`config.mk`:
```
export PLATFORM = sky130hd
export DESIGN_NAME = dual_port_mem_arbiter
export DESIGN_NICKNAME = d
export VERILOG_FILES = /design/src/rtl/dual_port_mem_arbiter.sv
export SDC_FILE = /design/constraint.sdc
export NUM_CORES = 1
export LEC_CHECK = 0
export ABC_AREA = 1
export BUFFER_PORTS_ARGS = -buffer_cell sky130_fd_sc_hd__buf_2
export CAP_MARGIN = 15
export CELL_PAD_IN_SITES_DETAIL_PLACEMENT = 1
export CELL_PAD_IN_SITES_GLOBAL_PLACEMENT = 2
export CORE_MARGIN = 4
export CORE_UTILIZATION = 17
export DETAILED_ROUTE_END_ITERATION = 10
export GPL_TIMING_DRIVEN = 0
export PLACE_DENSITY = 0.84
export SYNTH_ARGS = -nofsm -noshare
export SYNTH_HDL_FRONTEND = slang
export SYNTH_SLANG_ARGS = --single-unit
```
`constraint.sdc`:
```
create_clock -name clk -period 3.3 [get_ports clk]
set_clock_uncertainty 0.1 [all_clocks]
set_input_delay 0.165 -clock clk [delete_from_list [all_inputs] [get_ports clk]]
set_output_delay 0.165 -clock clk [all_outputs]
set_load 0.05 [all_outputs]
```
`src/rtl/dual_port_mem_arbiter.sv`:
```
// Round-robin arbiter sharing one dual-port memory between requesters A and B.
// Grants are combinational from state and requests, so a transfer happens in the cycle it is requested.
module dual_port_mem_arbiter #(
  parameter int ADDR_WIDTH = 4,
  parameter int DATA_WIDTH = 8,
  parameter int MAX_BURST  = 4,
  parameter int RD_LAT     = 1
) (
  input  logic                  clk,
  input  logic                  rst_n,
  input  logic                  a_req,
  input  logic                  a_we,
  input  logic [ADDR_WIDTH-1:0] a_addr,
  input  logic [DATA_WIDTH-1:0] a_wdata,
  output logic                  a_gnt,
  output logic                  a_rvalid,
  output logic [DATA_WIDTH-1:0] a_rdata,
  input  logic                  b_req,
  input  logic                  b_we,
  input  logic [ADDR_WIDTH-1:0] b_addr,
  input  logic [DATA_WIDTH-1:0] b_wdata,
  output logic                  b_gnt,
  output logic                  b_rvalid,
  output logic [DATA_WIDTH-1:0] b_rdata,
  output logic                  mem_wr_en,
  output logic [ADDR_WIDTH-1:0] mem_wr_addr,
  output logic [DATA_WIDTH-1:0] mem_din,
  output logic                  mem_rd_en,
  output logic [ADDR_WIDTH-1:0] mem_rd_addr,
  input  logic [DATA_WIDTH-1:0] mem_dout
);

  // state | meaning
  // IDLE  | no owner; next grant goes to the sole requester, or to the one not served last
  // OWN_A | A was granted last cycle; A keeps the port up to MAX_BURST grants while B waits
  // OWN_B | B was granted last cycle; mirror of OWN_A
  typedef enum logic [1:0] {IDLE, OWN_A, OWN_B} state_t;

  localparam int CW = $clog2(MAX_BURST + 1);
  localparam logic [CW-1:0] MAX_CNT = CW'(MAX_BURST);
  localparam logic [CW-1:0] ONE_CNT = CW'(1);

  state_t          state, state_nxt;
  logic            last_b, last_b_nxt;
  logic [CW-1:0]   burst_cnt, burst_cnt_nxt;
  logic            gnt_a, gnt_b;
  logic [RD_LAT-1:0] pipe_vld, pipe_id;

  always_ff @(posedge clk or negedge rst_n) begin
    if (!rst_n) begin
      state     <= IDLE;
      last_b    <= 1'b1;
      burst_cnt <= '0;
    end else begin
      state     <= state_nxt;
      last_b    <= last_b_nxt;
      burst_cnt <= burst_cnt_nxt;
    end
  end

  always_comb begin
    gnt_a         = 1'b0;
    gnt_b         = 1'b0;
    state_nxt     = IDLE;
    last_b_nxt    = last_b;
    burst_cnt_nxt = burst_cnt;
    case (state)
      IDLE: begin
        if (a_req && (!b_req || last_b)) gnt_a = 1'b1;
        else if (b_req)                  gnt_b = 1'b1;
      end
      OWN_A: begin
        if (!a_req)                             gnt_b = b_req;
        else if (burst_cnt < MAX_CNT || !b_req) gnt_a = 1'b1;
        else                                    gnt_b = 1'b1;
      end
      OWN_B: begin
        if (!b_req)                             gnt_a = a_req;
        else if (burst_cnt < MAX_CNT || !a_req) gnt_b = 1'b1;
        else                                    gnt_a = 1'b1;
      end
      default: ;
    endcase
    // No grant may escape while reset is asserted, even with requests held high.
    if (!rst_n) begin
      gnt_a = 1'b0;
      gnt_b = 1'b0;
    end
    if (gnt_a) begin
      state_nxt     = OWN_A;
      last_b_nxt    = 1'b0;
      burst_cnt_nxt = (state == OWN_A && burst_cnt < MAX_CNT) ? burst_cnt + ONE_CNT : ONE_CNT;
    end else if (gnt_b) begin
      state_nxt     = OWN_B;
      last_b_nxt    = 1'b1;
      burst_cnt_nxt = (state == OWN_B && burst_cnt < MAX_CNT) ? burst_cnt + ONE_CNT : ONE_CNT;
    end
  end

  assign a_gnt = gnt_a;
  assign b_gnt = gnt_b;

  assign mem_wr_en   = (gnt_a & a_we) | (gnt_b & b_we);
  assign mem_rd_en   = (gnt_a & ~a_we) | (gnt_b & ~b_we);
  assign mem_wr_addr = gnt_b ? b_addr : a_addr;
  assign mem_rd_addr = gnt_b ? b_addr : a_addr;
  assign mem_din     = gnt_b ? b_wdata : a_wdata;

  // Return pipe: one {valid, id} per issued read, id=1 means B.
  always_ff @(posedge clk or negedge rst_n) begin
    if (!rst_n) begin
      pipe_vld <= '0;
      pipe_id  <= '0;
    end else begin
      pipe_vld[0] <= mem_rd_en;
      pipe_id[0]  <= gnt_b;
      for (int i = 1; i < RD_LAT; i++) begin
        pipe_vld[i] <= pipe_vld[i-1];
        pipe_id[i]  <= pipe_id[i-1];
      end
    end
  end

  assign a_rvalid = pipe_vld[RD_LAT-1] & ~pipe_id[RD_LAT-1];
  assign b_rvalid = pipe_vld[RD_LAT-1] &  pipe_id[RD_LAT-1];
  assign a_rdata  = mem_dout;
  assign b_rdata  = mem_dout;

endmodule
```
# Word-level counts from Yosys, hierarchy flattened
# Cells that the tools add are included.
[word_totals]
regBits = 8
inputBits = 38
[classes]
add_sub_neg = 1
magnitude_cmp = 1
n_eq_ne = 2
mux = 25
n_bitwise = 11
n_reduce_logical = 10
[op_table]
columns = ["cell", "count"]
rows = [
  ["$mux W1", 15],
  ["$mux W3", 4],
  ["$mux W8", 1],
  ["$and A1 B1 Y1", 6],
  ["$pmux W1 S3", 2],
  ["$mux W2", 2],
  ["$mux W4", 1],
  ["$add A3 B1 Y3 const B", 1],
  ["$logic_and A1 B1 Y1", 3],
  ["$logic_or A1 B1 Y1", 3],
  ["$lt A3 B3 Y1 const B", 1],
  ["$not A1 Y1", 3],
  ["$eq A2 B1 Y1 const B", 1],
  ["$eq A2 B2 Y1 const B", 1],
  ["$logic_not A1 Y1", 2],
  ["$logic_not A2 Y1", 1],
  ["$or A1 B1 Y1", 2],
  ["$reduce_bool A2 Y1", 1],
]

# Depth between registers and ports, before layout
[depth]
depth_word = 8
ltp_mapped = 10
mapped_depth_nobuf = 9

# Worst setup path after synthesis
# No wires, ideal clock.
[synth_timing]
path_kind = "register to output"
start = "register state[1]"
end = "output port mem_wr_addr[1]"
arrival_ns = 1.788
required_time_ns = 3.035
slack_ns = 1.247
path_stages_with_launch = 10
n_path_buf = 2
path_cell_list = "dfrtp_1 nor2_2 nand3_1 nand3_2 nand2_2 inv_2 buf_4 nand2_1 nand2_1 buf_4"
[synth_between]
elab_chain_cells = 4
word_cells_on_any_way = 6
cone_classes = "2 x eq/ne; 3 x mux; 1 x reduce/logical"
[synth_lines]
columns = ["element", "line", "source"]
rows = [
  ["start, declared", "43", "state_t state, state_nxt;"],
  ["start signal, assigned", "55", "state <= state_nxt;"],
  ["$eq A2 B2 Y1 (tied with other cells)", "67", "case (state)"],
  ["$pmux W1 S3 *", "67", ""],
  ["$mux W1 *", "85", "if (!rst_n) begin"],
  ["net b_gnt", "22", "output logic b_gnt,"],
  ["$mux W4 *", "-", ""],
  ["end, declared", "26", "output logic [ADDR_WIDTH-1:0] mem_wr_addr,"],
]
# Mark *: on every way through the listed nets, which the timed path passes. The rest lies on a longest branch.

# Worst setup path in the final report
[layout_timing]
start = "input port rst_n"
end = "output port mem_wr_addr[2]"
[layout_between]
elab_chain_cells = 2
[layout_lines]
columns = ["element", "line", "source"]
rows = [
  ["start, declared", "10", "input logic rst_n,"],
  ["$mux W1", "85", ""],
  ["$mux W4", "105", "assign mem_wr_addr = gnt_b ? b_addr : a_addr;"],
]
# No other way between the ends.

==> results by group <==
Timing
  • RSZ-0062 raised after global routing: false
  • Finish-stage setup viols: 0
  • Worst-margin pin slew: approximately 0.33 ns
  • FMAX: around 0.46 GHz
  • Max Slew Vio Count: 0
  • Total negative setup slack: 0 ns
  • Period minus WS final: 2.16 ns
  • Min Hold Slack: between 0.05 and 0.06 ns
  • Relative slew margins: 78.0%
  • Final hold violation count: 0
  • Period utilization: around 65%

Worst setup path
  • Critical path class: in2out
  • CP endpoint kind: primary output
  • Req. time, crit path: between 3 and 4 ns
  • Worst-path fanout max: 14
  • CP Launch Type: input pin
  • Critical path arrival: 1.89 ns

Clock tree
  • Worst-skew pair later-pin latency: roughly 0.23 ns
  • Root Buffer: clkbuf_8
  • Sink Count: 8
  • Setup bufs post-CTS: 0
  • CTS tree: done
  • TritonCTS buffer count: 3
  • Worst-path clk slew: around 0.050 ns
  • H-tree depth: 1
  • CTS max path bufs: 2

Route
  • Via density: between 3 and 4
  • Metal-1 WL: 1180 um
  • Post-route DRC: 0
  • WL met2: between 1000 and 1500 um
  • Max Used Layer: met3
  • ANT nets after route: 0
  • Routed len/inst: between 10 and 15 um
  • Met3 wire len: ~230 um
  • DRT iter0 DRCs: 26
  • Iteration count of the initial detailed-routing pass: 4
  • Vias: approximately 1000
  • Post-Route WL: about 2800 um

Synthesis
  • Yosys warning count: 0
  • Synth unique cells: 18
  • Flops & latches, synth: 8
  • Mapped Nets: 171
  • Mean Syn Cell Area: 6.27 um^2
  • Sequential share of the synthesized area: 24.3%
  • Area of the mapped netlist: 828 um^2
  • Synthesized instance count: about 130

Floorplanning
  • Io pins: 76
  • Core Box Area: 0.00472 mm^2
  • Die Wd: approximately 78 um
  • Die area: ~0.006 mm^2
  • Initial Util: between 10% and 20%
  • Site row count: 25
  • Die Y: 77.8 um

Placed design
  • GP Congestion: approximately 0.74
  • Post-Place Cells: roughly 270
  • Hpwl dp: roughly 2400 um
  • Port Buffers: 67

Finish
  • Final Non-Filler Cells: around 270
  • Final nets: 244
  • Area Growth Syn to Fin: 57.3%
  • Antenna cell count: 0
  • Layout cells sized above 1: roughly half
  • Most common cell after layout, fill and taps aside: buf_2
  • Commonest cells after routing, fill and taps aside: 67 x buf_2, 56 x nand2_1, 21 x buf_4

Pwr
  • Leakage power: between 0.8 and 0.9 nW
  • PD cells: about 590 mW/mm^2
  • Worst vdd ir: 149 uV
  • Final total power: between 0.7 and 0.8 mW

Global route
  • Pin count of the biggest net entering global routing: 15
  • Grt ovf: 0
  • Number of global-route vias before repair: 1087
  • Total global-route track usage: about a tenth
  • First-pass GRT wire length: about 4700 um
  • Initial antenna violation count: 0

Flow run
  • Max cap viols: 0

Worst hold path
  • HP Class: in2reg

Run status
  • Status: completed
## logic make-up after synthesis
| kind of cell | share of synthesized area, % |
|---|---|
| AND/OR/NAND/NOR | 42.9 |
| buffers and inverters | 28.1 |
| adder cells (fa/ha/maj) | 1.51 |
| AO/OA/AOI/OAI | 3.17 |
| flip-flops | 24.3 |
## synth_stat cells
cell / instances / area share, %
nand2_1: 56 / 25
buf_6: 2 / 2.7
ha_1: 1 / 1.5
buf_4: 21 / 19
nor2_1: 6 / 2.7
nand3_2: 2 / 2.4
nand2_2: 2 / 1.5
dfstp_2: 1 / 3.2
inv_2: 2 / 0.91
nor3_1: 1 / 0.60
nand4_1: 2 / 1.5
inv_1: 12 / 5.4
o22ai_2: 1 / 1.5
nand3_1: 12 / 7.3
a21oi_1: 1 / 0.60
dfrtp_1: 7 / 21
a21oi_2: 1 / 1.1
nor2_2: 2 / 1.5
## routing by layer
| metal | vias up | global-route usage (%) |
|---|---|---|
| li1 | 531 | - |
| met1 | 461 | 11.6 |
| met2 | 40 | 15.8 |
| met3 | 0 | 2.90 |
| met4 | 0 | 2.14 |
| met5 | - | 0 |
## layout make-up
class	count	area (um^2)
buffer	23	180
clock buffer	4	45.0
fill	628	3420
inverter	14	52.6
multi-input combinational	87	394
sequential	8	201
tap	67	83.8
timing repair buffer	68	345
## what timing repair did
item	4_1_cts	5_1_grt
resized for setup	0	0
hold buffers	1	0
endpoints found under the hold margin	7	0
## worst max-delay path, cell delays in order
cell	delay, ns
dlygate4sd3_1	0.52
buf_2	0.31
nand2_2	0.11
inv_2	0.10
buf_4	0.18
nand2_1	0.06
nand2_1	0.08
buf_4	0.10
buf_2	0.25
## power breakdown
| group | leakage [nW] | internal (mW) | switching (mW) |
|---|---|---|---|
| registers | 0.102 | 0.129 | 0.0198 |
| logic | 0.697 | 0.138 | 0.358 |
| clock network | 0.0228 | 0.0840 | 0.0419 |
| total | 0.822 | 0.352 | 0.420 |
## stage by stage
| step | area, um^2 | setup WS, ns | util [%] |
|---|---|---|---|
| 2_1_floorplan | 828 | 1.25 | - |
| 3_3_place_gp | 1250 | 1.41 | 26.4 |
| 3_5_place_dp | 1250 | 1.40 | 26.4 |
| 4_1_cts | 1300 | 1.10 | 27.6 |
| 5_1_grt | 1300 | 0.969 | 27.6 |
| 6_report | 1300 | 1.14 | 27.6 |
## state kept, by name, indices dropped and copies added, names as in the netlist
name,cells
pipe_vld,1
burst_cnt,3
state,2
pipe_id,1
last_b,1
## path summary, 6_finish.rpt
| path | end | from | cells past startpoint | slack [ns] |
|---|---|---|---|---|
| setup / recovery | mem_wr_addr[2] | rst_n | 9 | 1.14 |
| hold / removal | pipe_vld$_DFF_PN0_ | b_we | 2 | 0.06 |
| setup reg to reg | burst_cnt[1]$_DFFE_PN0P_ | state[1]$_DFF_PN0_ | 9 | 1.85 |
| hold reg to reg | last_b$_DFFE_PN1P_ | last_b$_DFFE_PN1P_ | 2 | 0.41 |
| max in group asynchronous | last_b$_DFFE_PN1P_ | rst_n | 2 | 2.53 |
| min in group asynchronous | burst_cnt[0]$_DFFE_PN0P_ | rst_n | 2 | 0.27 |
Power figures use the tool's default switching activity.
